[src/rtl/onecold_rr_arbiter_if.sv]
//==============================================================================
// Module      : onecold_rr_arbiter_if
// Description : Request/grant bundle between the requesters and the arbiter.
// Revision    : 1.0 - initial release
//==============================================================================
`default_nettype none

interface onecold_rr_arbiter_if;
    logic [7:0] req;
    logic [7:0] gnt_n;
    logic [2:0] gnt_idx;
    logic       gnt_valid;
    logic       timeout;

    // Requester side drives requests and observes the grant.
    modport master (
        output req,
        input  gnt_n,
        input  gnt_idx,
        input  gnt_valid,
        input  timeout
    );

    // Arbiter side consumes requests and drives the grant.
    modport slave (
        input  req,
        output gnt_n,
        output gnt_idx,
        output gnt_valid,
        output timeout
    );
endinterface

`default_nettype wire

[src/rtl/onecold_rr_arbiter.sv]
//==============================================================================
// Module      : onecold_rr_arbiter
// Description : 8-way round-robin arbiter, one-cold registered grant with
//               break-before-make gap and optional hold timeout.
// Revision    : 1.0 - initial release
//==============================================================================
`default_nettype none

module onecold_rr_arbiter #(
    parameter int MAX_HOLD   = 15,
    parameter int GAP_CYCLES = 1
) (
    input  wire logic            clk,
    input  wire logic            rst,
    onecold_rr_arbiter_if.slave  bus
);

    localparam int              HOLD_W     = (MAX_HOLD < 2) ? 1 : $clog2(MAX_HOLD + 1);
    localparam logic [HOLD_W-1:0] c_max_hold = HOLD_W'(MAX_HOLD);
    localparam logic [3:0]        c_gap      = 4'(GAP_CYCLES);

    typedef enum logic [1:0] {
        ST_IDLE   = 2'd0,
        ST_ACTIVE = 2'd1,
        ST_GAP    = 2'd2
    } state_t;

    state_t            r_state;
    logic [7:0]        r_gnt_n;
    logic [2:0]        r_gnt_idx;
    logic              r_gnt_valid;
    logic              r_timeout;
    logic [2:0]        r_last;
    logic [HOLD_W-1:0] r_hold_cnt;
    logic [3:0]        r_gap_cnt;

    logic              w_win_found;
    logic [2:0]        w_win_idx;

    // Search starts just after the previous winner and wraps 7 -> 0.
    always_comb begin
        w_win_found = 1'b0;
        w_win_idx   = r_last;
        for (int k = 1; k <= 8; k++) begin
            if (!w_win_found && bus.req[r_last + 3'(k)]) begin
                w_win_found = 1'b1;
                w_win_idx   = r_last + 3'(k);
            end
        end
    end

    always_ff @(posedge clk) begin
        if (rst) begin
            r_state     <= ST_IDLE;
            r_gnt_n     <= 8'hFF;
            r_gnt_idx   <= 3'd0;
            r_gnt_valid <= 1'b0;
            r_timeout   <= 1'b0;
            r_last      <= 3'd7;
            r_hold_cnt  <= '0;
            r_gap_cnt   <= 4'd0;
        end else begin
            r_timeout <= 1'b0;
            case (r_state)
                ST_IDLE: begin
                    if (w_win_found) begin
                        r_state     <= ST_ACTIVE;
                        r_gnt_n     <= ~(8'b1 << w_win_idx);
                        r_gnt_idx   <= w_win_idx;
                        r_gnt_valid <= 1'b1;
                        r_last      <= w_win_idx;
                        r_hold_cnt  <= HOLD_W'(1);
                    end
                end
                ST_ACTIVE: begin
                    // A voluntary release wins over a coincident timeout.
                    if (!bus.req[r_gnt_idx] ||
                        ((MAX_HOLD != 0) && (r_hold_cnt == c_max_hold))) begin
                        r_state     <= ST_GAP;
                        r_gnt_n     <= 8'hFF;
                        r_gnt_valid <= 1'b0;
                        r_gap_cnt   <= 4'd1;
                        r_timeout   <= bus.req[r_gnt_idx];
                    end else if (r_hold_cnt != {HOLD_W{1'b1}}) begin
                        r_hold_cnt <= r_hold_cnt + 1'b1;
                    end
                end
                ST_GAP: begin
                    if (r_gap_cnt >= c_gap) begin
                        r_state   <= ST_IDLE;
                        r_gap_cnt <= 4'd0;
                    end else begin
                        r_gap_cnt <= r_gap_cnt + 4'd1;
                    end
                end
                default: begin
                    r_state     <= ST_IDLE;
                    r_gnt_n     <= 8'hFF;
                    r_gnt_valid <= 1'b0;
                end
            endcase
        end
    end

    assign bus.gnt_n     = r_gnt_n;
    assign bus.gnt_idx   = r_gnt_idx;
    assign bus.gnt_valid = r_gnt_valid;
    assign bus.timeout   = r_timeout;

endmodule

`default_nettype wire

[src/flat_wrapper.sv]
// flat-port wrapper written by rule: the top's interface ports become plain ports
module onecold_rr_arbiter_flat 
#(
    parameter int MAX_HOLD   = 15,
    parameter int GAP_CYCLES = 1
)
  (clk, rst, bus_req, bus_gnt_n, bus_gnt_idx, bus_gnt_valid, bus_timeout);
  onecold_rr_arbiter_if bus_i ();
  input  wire logic clk;
  input  wire logic rst;
  input wire logic [$bits(bus_i.req)-1:0] bus_req;
  output wire logic [$bits(bus_i.gnt_n)-1:0] bus_gnt_n;
  output wire logic [$bits(bus_i.gnt_idx)-1:0] bus_gnt_idx;
  output wire logic [$bits(bus_i.gnt_valid)-1:0] bus_gnt_valid;
  output wire logic [$bits(bus_i.timeout)-1:0] bus_timeout;
  assign bus_i.req = bus_req;
  assign bus_gnt_n = bus_i.gnt_n;
  assign bus_gnt_idx = bus_i.gnt_idx;
  assign bus_gnt_valid = bus_i.gnt_valid;
  assign bus_timeout = bus_i.timeout;
  onecold_rr_arbiter #(.MAX_HOLD(MAX_HOLD), .GAP_CYCLES(GAP_CYCLES)) u_core (.clk(clk), .rst(rst), .bus(bus_i));
endmodule
[config.mk]
export PLATFORM = sky130hd
export DESIGN_NAME = onecold_rr_arbiter_flat
export DESIGN_NICKNAME = d
export VERILOG_FILES = /design/src/rtl/onecold_rr_arbiter_if.sv /design/src/rtl/onecold_rr_arbiter.sv /design/src/flat_wrapper.sv
export SDC_FILE = /design/constraint.sdc
export NUM_CORES = 1
export LEC_CHECK = 0
export ABC_AREA = 0
export ABC_CLOCK_PERIOD_IN_PS = 4500
export BUFFER_PORTS_ARGS = -buffer_cell sky130_fd_sc_hd__buf_2
export CAP_MARGIN = 20
export CORE_AREA = 2 2 91 58
export CTS_BUF_LIST = sky130_fd_sc_hd__clkbuf_16
export CTS_CLUSTER_DIAMETER = 120
export CTS_CLUSTER_SIZE = 14
export DETAILED_ROUTE_END_ITERATION = 8
export DIE_AREA = 0 0 93 60
export PLACE_DENSITY = 0.65
export SLEW_MARGIN = 0
export SYNTH_ARGS = -nofsm -noshare
export SYNTH_HDL_FRONTEND = slang
export SYNTH_SLANG_ARGS = --single-unit
export TNS_END_PERCENT = 10
[constraint.sdc]
create_clock -name clk -period 4.5 [get_ports clk]
set_input_delay 0.45 -clock clk [delete_from_list [all_inputs] [get_ports clk]]
set_output_delay 0.45 -clock clk [all_outputs]
set_load 0.02 [all_outputs]
Word level (Yosys, flattened, before mapping)
Cells that the tools add are included.
{ "totals": {"elab_cells": 117, "reg_bits": 26, "out_inout_bits": 13, "input_bits": 10} }
{ "op_classes": {"n_bitwise": 4, "n_eq_ne": 9, "n_reduce_logical": 25, "add_sub_neg": 9, "shifts": 1, "order_cmp": 10, "n_mux": 51} }
{ "op_table": {"columns": ["cell", "n"], "rows": [
  ["$lt 3x4->1 const B", 9],
  ["$bmux 1 s3", 9],
  ["$mux 3", 8],
  ["$pmux 8 s3", 1],
  ["$mux 4", 5],
  ["$mux 1", 19],
  ["$mux 8", 2],
  ["$pmux 4 s2", 2],
  ["$add 3x3->3 const B", 4],
  ["$add 4x1->4 const B", 2],
  ["$logic_not 1->1", 8],
  ["$ne 2x1->1 const B", 4],
  ["$not 8->8", 1],
  ["$shl 1x3->8 const A", 1],
  ["$logic_and 1x1->1", 7],
  ["$add 3x2->3 const B", 2],
  ["$mux 2", 3],
  ["$pmux 2 s3", 1],
  ["$reduce_and 3->1", 2],
  ["$eq 4x4->1 const B", 1],
  ["$ge 4x1->1 const B", 1],
  ["$ne 4x4->1 const B", 1],
  ["$reduce_and 2->1", 2],
  ["$reduce_and 4->1", 1],
  ["other kinds (10)", 13]
]} }

Longest topological paths before layout
{ "depth": {"ltp_word": 29, "mapped_depth": 13, "mapped_depth_nobuf": 9} }

Worst setup path after synthesis
No wires, ideal clock.
{ "synth_timing": {"path_kind": "register to register", "startpoint": "reg u_core.r_last[1]", "endpoint": "reg u_core.r_gnt_n[4] (netlist: u_core.bus.gnt_n[4])", "setup_ns": 0.122, "stages_incl_launch_ff": 12, "period_less_slack_ns": 3.235, "path_slack_ns": 1.265, "arrival_time_ns": 3.113, "t_required_ns": 4.378, "n_path_buf": 3, "path_cell_list": "dfxtp_1 buf_2 inv_1 ha_1 buf_2 buf_6 mux2_2 mux4_2 o32ai_1 a31oi_1 or2_1 o32a_1"} }
{ "synth_between": {"elab_chain_len": 29, "word_cells_on_any_way": 59, "classes_between": "7 x add/sub; 1 x eq/ne; 1 x shift; 34 x mux; 1 x bitwise; 15 x reduce/logical"} }
{ "synth_rtl": {"columns": ["item", "line_no", "rtl"], "rows": [
  ["from (decl)", "onecold_rr_arbiter.sv:33", "logic [2:0] r_last;"],
  ["from (signal assigned)", "onecold_rr_arbiter.sv:71", "r_last <= w_win_idx;"],
  ["$add 3x1->3", "onecold_rr_arbiter.sv:45, onecold_rr_arbiter.sv:47", null],
  ["$bmux 1 s3", "onecold_rr_arbiter.sv:45", "if (!w_win_found && bus.req[r_last + 3'(k)]) begin"],
  ["$mux 1 (not written as such)", "onecold_rr_arbiter.sv:45", null],
  ["$mux 1", "onecold_rr_arbiter.sv:45", null],
  ["$logic_not 1->1", "onecold_rr_arbiter.sv:45", null],
  ["$logic_and 1x1->1", "onecold_rr_arbiter.sv:45", null],
  ["$mux 1", "onecold_rr_arbiter.sv:45", null],
  ["$logic_not 1->1", "onecold_rr_arbiter.sv:45", null],
  ["[13 not listed]", null, null],
  ["$mux 1", "onecold_rr_arbiter.sv:45", null],
  ["$logic_not 1->1", "onecold_rr_arbiter.sv:45", null],
  ["$logic_and 1x1->1", "onecold_rr_arbiter.sv:45", null],
  ["$mux 3", "onecold_rr_arbiter.sv:45", null],
  ["$shl 1x3->8", "onecold_rr_arbiter.sv:68", "r_gnt_n <= ~(8'b1 << w_win_idx);"],
  ["$not 8->8", "onecold_rr_arbiter.sv:68", null],
  ["$mux 8", "onecold_rr_arbiter.sv:66", "if (w_win_found) begin"],
  ["$pmux 8 s3", "onecold_rr_arbiter.sv:64", "case (r_state)"],
  ["to (signal assigned)", "onecold_rr_arbiter.sv:68", null],
  ["to (decl)", "onecold_rr_arbiter.sv:29", "logic [7:0] r_gnt_n;"]
]} }
Several ways; a longest one is shown, not always the timed one. The select of a mux whose other input is x is not followed.
A chain may end at the register's enable or synchronous reset.

Worst setup path in the final report
{ "layout_timing": {"startpoint": "reg u_core.r_last[0]", "endpoint": "reg u_core.r_gnt_n[6] (netlist: u_core.bus.gnt_n[6])"} }
Same word-level chain as after synthesis.

==> results.sh <==
export IMPL_ys_flop_type="dfxtp_1"
export IMPL_crit_type="reg -> reg"
export IMPL_synth_top_area_cell="dfxtp_1"
export IMPL_min_path_type="reg -> reg"
export IMPL_avgSynthCellArea_um2=9.842
export IMPL_dr_total_vias=1837
export IMPL_finalSetupTns_ns=0
export IMPL_ys_types=54
export IMPL_grt_pass1_wl_um=8004
export IMPL_yosysTopAreaCellShare=0.2530
export IMPL_skew_ns=0.004337
export IMPL_diodes=0
export IMPL_cts_hold_buf=0
export IMPL_yosysWarnings=0
export IMPL_syn_inst=209
export IMPL_cp_top_family="compound AO/OA/AOI/OAI gates"
export IMPL_mostFrequentLayoutCell="dfxtp_1"
export IMPL_cts_root_buf="clkbuf_16"
export IMPL_drive_above_1_share=0.2838
export IMPL_fin_area_um2=2317
export IMPL_die_h_um=60
export IMPL_syn_cell_area_um2=2057
export IMPL_grt_use_total=0.1816
export IMPL_post_route_min_period_ns=3.383
export IMPL_clk_latency_ns=0.26
export IMPL_synth_async_reset_ratio=0
export IMPL_seq_area_frac_synth=0.2530
export IMPL_row_count=20
export IMPL_antenna_found_initial=0
export IMPL_tightest_slew_ns=0.7715
export IMPL_synth_edff_count=0
export IMPL_postCtsResizedCells=0
export IMPL_hold_viol=0
export IMPL_status="complete, no violations"
export IMPL_layout_common_cells="dfxtp_1 (26), buf_2 (22), nor2_1 (16)"
export IMPL_vias_per_cell=6.227
export IMPL_die_w_um=93
export IMPL_path_buf_inv=1
export IMPL_ant_nets=0
export IMPL_cts_tree="yes"
export IMPL_p_leak_nw=0.8655
export IMPL_end_kind="flip-flop"
export IMPL_grt_max_degree=17
export IMPL_core_um2=4805
export IMPL_clock_sinks=26
export IMPL_cts_made_buffers=3
export IMPL_setup_viol=0
export IMPL_syn_nets=225
export IMPL_stdcell_count=295
export IMPL_drt_first_iter_violations=144
export IMPL_critPathMaxFanout=15
export IMPL_required_ns=4.65
export IMPL_postCtsSetupBuffers=0
export IMPL_place_congestion=0.9281
export IMPL_start_util=0.4281
export IMPL_finalWorstSetupSlack_ns=1.117
export IMPL_ir_worst_vdd_v=0.0003774
export IMPL_p_per_area_nw_per_um2=872.0
export IMPL_dpl_instance_area_um2=2212
export IMPL_power_total_mw=2.021
export IMPL_cp_arrival_ns=3.54
export IMPL_cts_path_max_buffers=2
export IMPL_final_nets=246
export IMPL_drc_errors=0
export IMPL_maxCapViolCount=0
export IMPL_cp_slowest_stage_delay_ns=0.68
export IMPL_wl_per_cell_um=16.98
export IMPL_dieArea_um2=5580
export IMPL_h_tree_depth=1
export IMPL_areaGrowthSynthToFinish_pct=12.65
export IMPL_rsz0062_at_grt="no"
export IMPL_slew_limit_headroom=0.4820
export IMPL_yosys_register_bits=26
export IMPL_path_clk_slew_ns=0.07
export IMPL_dr_pass1_iters=5
export IMPL_dp_hpwl_um=3751
export IMPL_dp_slack_ns=1.176
export IMPL_cp_slowest_cell="ha_1"
export IMPL_path_cells="inv_2 > ha_1 > mux2_2 > a221oi_1 > o2111ai_1 > a31o_2 > o211ai_1 > a21oi_2 > o32a_1"
export IMPL_dp_cells=291
export IMPL_overflow=0
export IMPL_portBuffers=22
export IMPL_startpoint_type="flip-flop"
export IMPL_io_pins=23
export IMPL_maxSlewViolCount=0
export IMPL_grt_pass1_vias=1566
export IMPL_ys_top_cells_by_area="dfxtp_1 (25%), mux4_2 (15%), mux2i_1 (6.3%)"
export IMPL_fmax_ghz=0.2956
export IMPL_period_share=0.7519
export IMPL_drt_total_wl_um=5010
synth_stat cells (all sizes together) (3+ instances only):
| master | number |
|---|---|
| dfxtp | 26 |
| nor2 | 17 |
| a21oi | 14 |
| mux2i | 14 |
| mux4 | 14 |
| nand2 | 13 |
| inv | 10 |
| mux2 | 9 |
| nand3 | 9 |
| buf | 8 |
| ha | 6 |
| a31oi | 5 |
| nor2b | 5 |
| o211ai | 5 |
| a41oi | 4 |
| nor3 | 4 |
| o21ai | 4 |
| o32a | 4 |
| a22oi | 3 |
| and2 | 3 |
path summary, 6_finish.rpt:
path                                            from              endpoint  slack (ns)  cells after the start
worst min-delay path            u_core.bus.gnt_valid  u_core.bus.gnt_valid        0.47                      2
worst max register to register      u_core.r_last[0]   u_core.bus.gnt_n[6]        1.12                      9
worst max-delay path                u_core.r_last[0]   u_core.bus.gnt_n[6]        1.12                      9
worst min register to register  u_core.bus.gnt_valid  u_core.bus.gnt_valid        0.47                      2
power by group:
part | switching [mW] | internal, mW
Sequential | 0.0580 | 0.296
Clock | 0.0829 | 0.177
Combinational | 0.833 | 0.573
kinds of logic (layout without fill, tap and decap cells):
group / after synthesis / count (layout) / synth area share
xor gates and xnor gates: 4 / 4 / 0.01703
adders and majority gates: 6 / 6 / 0.03650
buffers and inverters: 19 / 39 / 0.04743
muxes: 37 / 37 / 0.2786
AOI/OAI and AO/OA: 59 / 59 / 0.2129
and+or+nand+nor: 58 / 58 / 0.1545
DFF: 26 / 26 / 0.2530
through the flow:
step | util | hold slack, ns
2_1_floorplan | - | 0.4310
3_3_place_gp | 0.4604 | 0.4513
3_5_place_dp | 0.4604 | 0.4528
4_1_cts | 0.4823 | 0.4621
5_1_grt | 0.4823 | 0.4863
6_report | 0.4823 | 0.4688
sequential cells by signal, indices dropped and copies added, names as in the netlist:
register / flops
u_core.r_gap_cnt: 4
u_core.bus.gnt_idx: 3
u_core.r_state: 2
u_core.bus.gnt_n: 8
u_core.r_last: 3
u_core.bus.timeout: 1
u_core.r_hold_cnt: 4
u_core.bus.gnt_valid: 1
worst register-to-register path, cell delays in order (launching register included):
cell and delay [ns]:
dfxtp_1 0.34, inv_2 0.10, ha_1 0.68, mux2_2 0.44, a221oi_1 0.37, o2111ai_1 0.19, a31o_2 0.28, o211ai_1 0.30
a21oi_2 0.21, o32a_1 0.37
routing by layer:
| layer | share of wire | vias up | GRT usage |
|---|---|---|---|
| met3 | 0.092 | 0 | 0.05801 |
| met2 | 0.38 | 82 | 0.2308 |
| met5 | 0 | - | 0 |
| met1 | 0.52 | 891 | 0.2990 |
| li1 | - | 864 | - |
| met4 | 0 | 0 | 0.01261 |
layout make-up:
| cell class | instances | area [um^2] |
|---|---|---|
| inverters | 10 | 37.54 |
| multi-input cells | 164 | 1439 |
| repair buffers | 25 | 132.6 |
| clock inverters | 1 | 30.03 |
| fillers | 461 | 2487 |
| flip-flops and latches | 26 | 520.5 |
| clock buffers | 3 | 75.07 |
| well taps | 66 | 82.58 |
Note: power is estimated with default switching activity, not from simulation.
